==> src/rtl/uart_rx_fifo_if.sv <==
`default_nettype none
// ============================================================================
// Module   : uart_rx_fifo_if
// Brief    : Groups the buart receive handshake and the iomem register-slot
//            signals seen by uart_rx_fifo. The master side (SoC / testbench)
//            drives the byte source and the bus; the slave side is the FIFO.
// Revision : 1.0 - initial release
// ============================================================================
interface uart_rx_fifo_if;
    // buart receive handshake
    logic        uart_valid;
    logic [7:0]  uart_data;
    logic        uart_rd;

    // iomem register slot
    logic        sel;
    logic        iomem_valid;
    logic [3:0]  iomem_wstrb;
    logic [1:0]  iomem_addr;
    logic [31:0] iomem_wdata;
    logic [31:0] iomem_rdata;

    modport master (
        output uart_valid, uart_data,
        output sel, iomem_valid, iomem_wstrb, iomem_addr, iomem_wdata,
        input  uart_rd, iomem_rdata
    );

    modport slave (
        input  uart_valid, uart_data,
        input  sel, iomem_valid, iomem_wstrb, iomem_addr, iomem_wdata,
        output uart_rd, iomem_rdata
    );
endinterface
`default_nettype wire

==> src/rtl/uart_rx_fifo.sv <==
`default_nettype none
// ============================================================================
// Module   : uart_rx_fifo
// Brief    : Drains bytes from the buart receiver through its valid/rd
//            handshake into a 2^DEPTH_LOG2 entry FIFO, exposed to firmware as
//            four zero-wait-state iomem registers (DATA, STATUS, THRESH, CTRL).
//            Optional feature macro UART_RX_FIFO_IRQ_EN adds the THRESH
//            register and the registered irq output; without it THRESH reads
//            0 and irq is tied low.
// Revision : 1.0 - initial release
// ============================================================================
module uart_rx_fifo #(
    parameter int DEPTH_LOG2 = 4
) (
    input  logic           clk,
    input  logic           resetq,
    uart_rx_fifo_if.slave  bus,
    output logic           irq
);

    localparam int c_DEPTH   = 1 << DEPTH_LOG2;
    localparam int c_PW      = DEPTH_LOG2 + 1;
    // Overflow sits at bit 8; only pushed up if the level field would reach it.
    localparam int c_OVF_BIT = (DEPTH_LOG2 > 4) ? (DEPTH_LOG2 + 4) : 8;

    localparam logic [1:0] c_REG_DATA   = 2'd0;
    localparam logic [1:0] c_REG_STATUS = 2'd1;
    localparam logic [1:0] c_REG_THRESH = 2'd2;
    localparam logic [1:0] c_REG_CTRL   = 2'd3;

    typedef enum logic [1:0] {
        S_IDLE   = 2'd0,
        S_ACK    = 2'd1,
        S_SETTLE = 2'd2
    } state_t;

    state_t            r_state;
    logic              r_uart_rd;
    logic [c_PW-1:0]   r_wptr;
    logic [c_PW-1:0]   r_rptr;
    logic [7:0]        r_mem [c_DEPTH];
    logic              r_overflow;

    logic [c_PW-1:0]   w_level;
    logic              w_full;
    logic              w_empty;
    logic              w_rd_access;
    logic              w_wr_access;
    logic              w_pop;
    logic              w_ack;
    logic              w_push;
    logic              w_ovf_evt;
    logic              w_flush;
    logic              w_ovf_clr;
    logic [7:0]        w_thresh;
    logic [31:0]       w_status;
    logic [31:0]       w_rdata;
    logic              w_unused_ok;

    assign w_level = r_wptr - r_rptr;
    assign w_full  = (w_level == c_PW'(c_DEPTH));
    assign w_empty = (w_level == '0);

    // A read is any strobe with no byte enables; a write needs byte lane 0.
    assign w_rd_access = bus.sel && bus.iomem_valid && (bus.iomem_wstrb == 4'b0000);
    assign w_wr_access = bus.sel && bus.iomem_valid && bus.iomem_wstrb[0];

    assign w_pop     = w_rd_access && (bus.iomem_addr == c_REG_DATA) && !w_empty;
    assign w_ack     = (r_state == S_ACK);
    // A pop in the ACK cycle frees a slot, so a full FIFO still accepts the byte.
    assign w_push    = w_ack && (!w_full || w_pop);
    assign w_ovf_evt = w_ack && w_full && !w_pop;
    assign w_flush   = w_wr_access && (bus.iomem_addr == c_REG_CTRL) && bus.iomem_wdata[0];
    assign w_ovf_clr = w_wr_access && (bus.iomem_addr == c_REG_CTRL) && bus.iomem_wdata[1];

    assign w_unused_ok = ^bus.iomem_wdata;

    // Drain FSM: acknowledge one byte, then wait a cycle while buart drops valid.
    always_ff @(posedge clk or negedge resetq) begin
        if (!resetq) begin
            r_state   <= S_IDLE;
            r_uart_rd <= 1'b0;
        end else begin
            case (r_state)
                S_IDLE: begin
                    if (bus.uart_valid) begin
                        r_state   <= S_ACK;
                        r_uart_rd <= 1'b1;
                    end else begin
                        r_uart_rd <= 1'b0;
                    end
                end
                S_ACK: begin
                    r_state   <= S_SETTLE;
                    r_uart_rd <= 1'b0;
                end
                default: begin
                    r_state   <= S_IDLE;
                    r_uart_rd <= 1'b0;
                end
            endcase
        end
    end

    assign bus.uart_rd = r_uart_rd;

    // FIFO pointers; a flush overrides any simultaneous push or pop.
    always_ff @(posedge clk or negedge resetq) begin
        if (!resetq) begin
            r_wptr <= '0;
            r_rptr <= '0;
        end else if (w_flush) begin
            r_wptr <= '0;
            r_rptr <= '0;
        end else begin
            if (w_push) begin
                r_wptr <= r_wptr + c_PW'(1);
            end
            if (w_pop) begin
                r_rptr <= r_rptr + c_PW'(1);
            end
        end
    end

    // FIFO storage; contents need no reset since the pointers define validity.
    always_ff @(posedge clk) begin
        if (w_push && !w_flush) begin
            r_mem[r_wptr[DEPTH_LOG2-1:0]] <= bus.uart_data;
        end
    end

    // Sticky overflow flag; a new overflow beats a clear in the same cycle.
    always_ff @(posedge clk or negedge resetq) begin
        if (!resetq) begin
            r_overflow <= 1'b0;
        end else if (w_ovf_evt) begin
            r_overflow <= 1'b1;
        end else if (w_ovf_clr) begin
            r_overflow <= 1'b0;
        end
    end

`ifdef UART_RX_FIFO_IRQ_EN
    logic [7:0] r_thresh;
    logic       r_irq;

    // Threshold register, written through byte lane 0.
    always_ff @(posedge clk or negedge resetq) begin
        if (!resetq) begin
            r_thresh <= 8'd1;
        end else if (w_wr_access && (bus.iomem_addr == c_REG_THRESH)) begin
            r_thresh <= bus.iomem_wdata[7:0];
        end
    end

    // Registered interrupt: overflow, or level at/above a non-zero threshold.
    always_ff @(posedge clk or negedge resetq) begin
        if (!resetq) begin
            r_irq <= 1'b0;
        end else begin
            r_irq <= r_overflow ||
                     ((r_thresh != 8'd0) && (32'(w_level) >= 32'(r_thresh)));
        end
    end

    assign w_thresh = r_thresh;
    assign irq      = r_irq;
`else
    assign w_thresh = 8'd0;
    assign irq      = 1'b0;
`endif

    // STATUS word: nonempty, full, level and overflow packed at fixed bits.
    always_comb begin
        w_status                = '0;
        w_status[0]             = !w_empty;
        w_status[2]             = w_full;
        w_status[3 +: c_PW]     = w_level;
        w_status[c_OVF_BIT]     = r_overflow;
    end

    // Zero-wait-state read mux; the slot returns 0 whenever it is not selected.
    always_comb begin
        w_rdata = '0;
        if (bus.sel) begin
            case (bus.iomem_addr)
                c_REG_DATA:   w_rdata = w_empty ? 32'd0
                                                : {24'd0, r_mem[r_rptr[DEPTH_LOG2-1:0]]};
                c_REG_STATUS: w_rdata = w_status;
                c_REG_THRESH: w_rdata = {24'd0, w_thresh};
                default:      w_rdata = '0;
            endcase
        end
    end

    assign bus.iomem_rdata = w_rdata;

endmodule
`default_nettype wire

==> src/flat_wrapper.sv <==
// flat-port wrapper written by rule: the top's interface ports become plain ports
module uart_rx_fifo_flat 
#(
    parameter int DEPTH_LOG2 = 4
)
  (clk, resetq, irq, bus_uart_valid, bus_uart_data, bus_sel, bus_iomem_valid, bus_iomem_wstrb, bus_iomem_addr, bus_iomem_wdata, bus_uart_rd, bus_iomem_rdata);
  uart_rx_fifo_if bus_i ();
  input  logic clk;
  input  logic resetq;
  output logic irq;
  input wire logic [$bits(bus_i.uart_valid)-1:0] bus_uart_valid;
  input wire logic [$bits(bus_i.uart_data)-1:0] bus_uart_data;
  input wire logic [$bits(bus_i.sel)-1:0] bus_sel;
  input wire logic [$bits(bus_i.iomem_valid)-1:0] bus_iomem_valid;
  input wire logic [$bits(bus_i.iomem_wstrb)-1:0] bus_iomem_wstrb;
  input wire logic [$bits(bus_i.iomem_addr)-1:0] bus_iomem_addr;
  input wire logic [$bits(bus_i.iomem_wdata)-1:0] bus_iomem_wdata;
  output wire logic [$bits(bus_i.uart_rd)-1:0] bus_uart_rd;
  output wire logic [$bits(bus_i.iomem_rdata)-1:0] bus_iomem_rdata;
  assign bus_i.uart_valid = bus_uart_valid;
  assign bus_i.uart_data = bus_uart_data;
  assign bus_i.sel = bus_sel;
  assign bus_i.iomem_valid = bus_iomem_valid;
  assign bus_i.iomem_wstrb = bus_iomem_wstrb;
  assign bus_i.iomem_addr = bus_iomem_addr;
  assign bus_i.iomem_wdata = bus_iomem_wdata;
  assign bus_uart_rd = bus_i.uart_rd;
  assign bus_iomem_rdata = bus_i.iomem_rdata;
  uart_rx_fifo #(.DEPTH_LOG2(DEPTH_LOG2)) u_core (.clk(clk), .resetq(resetq), .bus(bus_i), .irq(irq));
endmodule
==> config.mk <==
export PLATFORM = sky130hd
export DESIGN_NAME = uart_rx_fifo_flat
export DESIGN_NICKNAME = d
export VERILOG_FILES = /design/src/rtl/uart_rx_fifo_if.sv /design/src/rtl/uart_rx_fifo.sv /design/src/flat_wrapper.sv
export SDC_FILE = /design/constraint.sdc
export NUM_CORES = 1
export LEC_CHECK = 0
export BUFFER_PORTS_ARGS = -buffer_cell sky130_fd_sc_hd__buf_2
export CAP_MARGIN = 20
export CORE_ASPECT_RATIO = 1.1
export CORE_MARGIN = 2
export CORE_UTILIZATION = 40
export CTS_BUF_LIST = sky130_fd_sc_hd__clkbuf_8
export DETAILED_ROUTE_END_ITERATION = 12
export GPL_ROUTABILITY_DRIVEN = 0
export SETUP_SLACK_MARGIN = 0.2
export SKIP_CTS_REPAIR_TIMING = 1
export SLEW_MARGIN = 20
export SYNTH_ARGS = -nofsm -noshare
export SYNTH_HDL_FRONTEND = slang
export SYNTH_SLANG_ARGS = --single-unit
==> constraint.sdc <==
create_clock -name clk -period 3.6 [get_ports clk]
set_input_delay 0.72 -clock clk [delete_from_list [all_inputs] [get_ports clk]]
set_output_delay 0.72 -clock clk [all_outputs]
set_load 0.005 [all_outputs]
Yosys cells after proc, flatten, opt, wreduce, memory -nomap -nowiden
Memory sizes are Yosys's and may differ from the RTL's.
Index checks and enable logic that the tools add are counted.
- flip-flop bits (word level): 14
- RAM bits: 128
- memories kept: 1
- add/subtract/negate cells: 3
- eq/ne operators: 5
- muxes and demuxes: 15
- reduce and logical (&&, ||, !) cells: 24
- memories (memory ; words ; bits a word ; read ports ; clocked after Yosys merged registers in ; write ports ; RTL line ; source):
    u_core.r_mem ; 16 ; 8 ; 1 ; 0 ; 1 ; uart_rx_fifo.sv:41 ; logic [7:0] r_mem [c_DEPTH];
- operators by type and width (cell ; count):
    $pmux W32 S2 ; 1
    $mux W32 ; 1
    $mux W5 ; 4
    $logic_and A1 B1 Y1 ; 12
    $add A5 B1 Y5 const B ; 2
    $mux W8 ; 1
    $mux W1 ; 6
    $reduce_bool A2 Y1 ; 3
    $eq A5 B5 Y1 const B ; 1
    $logic_not A5 Y1 ; 1
    $sub A5 B5 Y5 ; 1
    $eq A2 B1 Y1 const B ; 2
    $logic_not A1 Y1 ; 4
    $logic_not A2 Y1 ; 2
    $logic_not A4 Y1 ; 1
    $pmux W2 S2 ; 1
    $eq A2 B2 Y1 const B ; 1
    $mux W2 ; 1
    $ne A2 B2 Y1 const B ; 1
    $logic_or A1 B1 Y1 ; 1

Logic depth before layout (Yosys ltp)
- word-level depth: 9
- mapped depth: 9

Worst setup path before layout
Ideal clock, no wire load.
- path type: flip-flop to flip-flop
- start: register u_core.r_wptr[0]
- end: memory u_core.r_mem[12][0] (enable)
- library setup time: 0.395 ns
- arrival time: 2.983 ns
- setup slack: 0.223 ns
- cell stages (with the launch flop): 10
- buffers on the path: 1
- cell sequence: dfrtp_1 > inv_1 > ha_1 > fa_1 > nand2b_1 > a21oi_1 > xor2_2 > nor3_2 > buf_6 > nor4_1
- word-level cells in the longest chain between the ends: 9
- ends and longest elaborated chain (element ; RTL line ; source):
    start, declared ; uart_rx_fifo.sv:39 ; logic [c_PW-1:0] r_wptr;
    start signal, assigned ; uart_rx_fifo.sv:117 ; r_wptr <= r_wptr + c_PW'(1);
    $sub A5 B5 Y5 ; uart_rx_fifo.sv:60 ; assign w_level = r_wptr - r_rptr;
    $logic_not A5 Y1 ; uart_rx_fifo.sv:62 ; assign w_empty = (w_level == '0);
    $logic_not A1 Y1 ; uart_rx_fifo.sv:68 ; assign w_pop = w_rd_access && (bus.iomem_addr == c_REG_DATA) && !w_empty;
    $logic_and A1 B1 Y1 ; uart_rx_fifo.sv:68 ;
    $logic_or A1 B1 Y1 ; uart_rx_fifo.sv:71 ; assign w_push = w_ack && (!w_full || w_pop);
    $logic_and A1 B1 Y1 ; uart_rx_fifo.sv:71 ;
    $logic_and A1 B1 Y1 ; uart_rx_fifo.sv:127 ; if (w_push && !w_flush) begin
    $mux W1 ; uart_rx_fifo.sv:127 ;
    $mux W1 (implied by the code) ; uart_rx_fifo.sv:128 ; r_mem[r_wptr[DEPTH_LOG2-1:0]] <= bus.uart_data;
    end, declared ; uart_rx_fifo.sv:41 ;
Parallel ways exist; a longest one is shown, timed or not.

Worst setup path in the final report
- start: register u_core.r_rptr[0]
- end: output bus_iomem_rdata[3]
- word-level cells in the longest chain between the ends: 5
- ends and longest elaborated chain (element ; RTL line ; source):
    start, declared ; uart_rx_fifo.sv:40 ; logic [c_PW-1:0] r_rptr;
    start signal, assigned ; uart_rx_fifo.sv:120 ; r_rptr <= r_rptr + c_PW'(1);
    $sub A5 B5 Y5 ; uart_rx_fifo.sv:60 ;
    $logic_not A5 Y1 ; uart_rx_fifo.sv:62 ;
    $mux W8 ; uart_rx_fifo.sv:187 ; c_REG_DATA: w_rdata = w_empty ? 32'd0
    $pmux W32 S2 * ; uart_rx_fifo.sv:186 ; case (bus.iomem_addr)
    $mux W32 * ; uart_rx_fifo.sv:185 ; if (bus.sel) begin
    end, declared ; flat_wrapper.sv:19 ; output wire logic [$bits(bus_i.iomem_rdata)-1:0] bus_iomem_rdata;
Mark *: on every way between the ends. The rest lies on a longest branch, timed or not.

==> run_results.csv <==
group,metric,value,unit
run_status,status,"finished, final reports clean",
detailed_routing,drt-initial-drc-count,370,
placed_design,hpwl,8700,um
timing,report.final.slew_viol_count,0,
worst_setup_path,worstSetupStartpointType,"flip-flop",
finish,synthToLayoutAreaGrowth,16.5,%
yosys,synth_edf_count,128,
grt,grt_pass1_wl,20900,um
detailed_routing,drc,0,
detailed_routing,vias,3758,
power,p_per_area,611,mW/mm^2
floorplan,die_x,124,um
power,switching_share,32.8,%
flow_run,drv_cap,0,
worst_setup_path,rrSetupSlack,440,ps
yosys,yosys_warnings,0,
yosys,synthArstFlopShare,9.86,%
placed_design,port_buffers,30,
yosys,synth_top_family_by_area,"multiplexers",
yosys,ys_seq_area_share,65.7,%
floorplan,coreArea,0.0157,mm^2
grt,grt_pass1_vias,3643,
grt,gr-usage-all-layers,16.5,%
yosys,synth_flop_cell,"edfxtp_1",
power,clock_power_share,26.3,%
worst_setup_path,reg2reg_to,"u_core.r_mem[13][3]",
cts,clk_latency,440,ps
power,p_seq_share,43.4,%
yosys,syn_avg_cell_area,15.6,um^2
timing,rsz0062_at_grt,"true",
floorplan,initial_core_util,40.7,%
cts,cts_tree,"built",
worst_setup_path,max_stage_delay,600,ps
cts,cts.clk_slew.worst_paths,90,ps
floorplan,die_area,0.0170,mm^2
yosys,synthSimpleGateAreaFrac,9.41,%
timing,fin_skew,14.1,ps
worst_setup_path,end_kind,"output pin",
timing,fmax,0.289,GHz
finish,final_cell_area,0.00744,mm^2
finish,num-nets-final,535,
placed_design,place_area,0.00684,mm^2
finish,final_core_util,47.5,%
worst_setup_path,path_buf_inv,2,
yosys,synth.cell_area,0.00638,mm^2
floorplan,die_y,137,um
floorplan,num_io_pins,85,
yosys,synthMuxAreaShare,12.6,%
worst_setup_path,crit_type,"flip-flop to output pin",
timing,worst_pin_slew,759,ps
timing,relSlewSlack,49.3,%
power,p_leak,2.61,nW
power,internal_power,3.06,mW
timing,hold_violations,0,
yosys,yosysUniqueCellTypes,49,
power,combinationalPowerShare,30.3,%
finish,num_antenna_cells,0,
detailed_routing,wire_per_inst,19.9,um
yosys,yosys.area_share.adder,2.08,%
detailed_routing,via_per_inst,5.47,
cts,ctsRootBufferMaster,"clkbuf_8",
worst_setup_path,crit_chain,"ha_4 -> fa_2 -> and3b_1 -> and4_4 -> nor2_4 -> o21ai_2 -> buf_6 -> o22ai_1 -> buf_2",
detailed_routing,ant_nets,0,
yosys,synth_cells,410,
yosys,synth_xor_area_share,0.803,%
worst_setup_path,cp_slowest_cell,"fa_2",
cts,clk_path_buf_depth,2,
grt,grt-ovfl-total,0,
cts,cts.htree.levels,4,
hold_path,hold_path_class,"input port to asynchronous set/reset pin",
worst_setup_path,cp_top_family,"adder cells",
floorplan,rows,48,
timing,period_share,96.2,%
grt,grt_max_degree,37,
power,p_switching,1.49,mW
worst_setup_path,path_max_fanout,7,
detailed_routing,drt-total-wl,13600,um
power,report.power.total,4.55,mW
yosys,ys_ff_latch,142,
worst_setup_path,required,2880,ps
grt,antenna_found_initial,0,
detailed_routing,drt_first_pass_iters,5,
timing,period_needed,3460,ps
power,max-vdd-ir-drop,0.369,mV
cts,cts_buffers,17,
timing,finalSetupViolCount,0,
worst_setup_path,reg2reg_depth,9,
worst_setup_path,regToRegStartpoint,"u_core.r_rptr[0]",
finish,drive_gt1_share,33.1,%
yosys,synth-compound-area-share,4.39,%
cts,numClockSinks,142,
worst_setup_path,cp_data_arrival_time,2740,ps
==> power by group through the flow <==
| stage | logic, mW | clock network [mW] | registers [mW] |
|---|---|---|---|
| final | 1.38 | 1.20 | 1.97 |
| after global routing | 1.50 | 1.29 | 1.98 |
| after CTS | 1.07 | 1.22 | 1.97 |
| after detailed placement | 1.07 | 0 | 2.01 |
| after global placement | 1.04 | 0 | 2.00 |
| after floorplan | 0.738 | 0 | 2.00 |
==> state kept, by name, indices dropped and copies added, names as in the netlist <==
signal,count
u_core.bus.uart_rd,1
u_core.r_mem,128
u_core.r_overflow,1
u_core.r_rptr,5
u_core.r_state,2
u_core.r_wptr,5
==> layout make-up <==
cell class,instances,area (um^2)
Clock buffer,17,234
Clock inverter,15,136
Fill cell,1337,8240
Inverter,9,33.8
Multi-Input combinational cell,237,2140
Sequential cell,142,4200
Tap cell,200,250
Timing Repair Buffer,67,447
==> stage by stage <==
| step | std cells | setup WS [ps] | TNS, ps | hold WS [ps] |
|---|---|---|---|---|
| 2_1_floorplan | 433 | 223 | 0 | 422 |
| 3_3_place_gp | 647 | 216 | 0 | 433 |
| 3_5_place_dp | 647 | 168 | 0 | 442 |
| 4_1_cts | 679 | -314 | -2060 | 163 |
| 5_1_grt | 687 | 74.6 | 0 | 161 |
| 6_report | 687 | 138 | 0 | 176 |
==> cell usage after synthesis (3+ instances only) <==
cell type,number,share of area (%)
clkbuf_1,11,0.65
nor4_1,17,1.7
nand3_1,9,0.71
nand2b_1,7,0.69
mux2i_1,6,0.94
inv_1,5,0.29
dfrtp_1,14,5.5
ha_1,9,1.8
nor2_1,9,0.53
nand2_1,50,2.9
o22ai_1,5,0.49
or4_1,3,0.35
o21ai_0,3,0.24
buf_4,27,3.2
edfxtp_1,128,60
mux4_2,33,12
buf_2,6,0.47
a21oi_1,21,1.6
nand4_1,3,0.29
==> worst max-delay path by stage <==
stage,start,end,slack [ps],cells past startpoint
finish,u_core.r_rptr[0],bus_iomem_rdata[3],140,9
global route,u_core.r_rptr[0],bus_iomem_rdata[7],70,9
CTS,u_core.r_wptr[0],bus_iomem_rdata[4],-310,9
detailed placement,u_core.r_wptr[0],bus_iomem_rdata[4],170,9
global placement,u_core.r_wptr[0],bus_iomem_rdata[6],220,9
floorplan,u_core.r_wptr[0],u_core.r_mem[12][0],220,9
==> placed cells by master (no fill, tap or decap), drive strengths merged, types with 3 or more instances in the layout <==
master	n
edfxtp	128
buf	67
nand2	50
mux4	33
conb	24
a21oi	21
nor4	18
clkbuf	17
dfrtp	14
inv	13
nor2	9
nand3	9
ha	9
nand2b	7
mux2i	6
clkinv	5
clkinvlp	5
o22ai	5
o21ai	4
nand4	3
or4	3
xor2	3
nor3	3
==> routing by layer <==
metal / GRT usage (%) / vias up / share of wire (%)
met5: 0 / - / 0
met3: 3.56 / 21 / 4.9
met2: 28.5 / 147 / 50
li1: - / 1682 / -
met4: 5.37 / 0 / 2.0
met1: 21.1 / 1908 / 43
==> logic make-up after synthesis <==
| group | after synthesis |
|---|---|
| flops | 142 |
| simple gates | 115 |
| buf+inv | 54 |
| compound gates | 44 |
| mux | 39 |
| fa+ha+maj | 10 |
| xor+xnor | 5 |
| other cells | 1 |
Power figures use the tool's default switching activity.
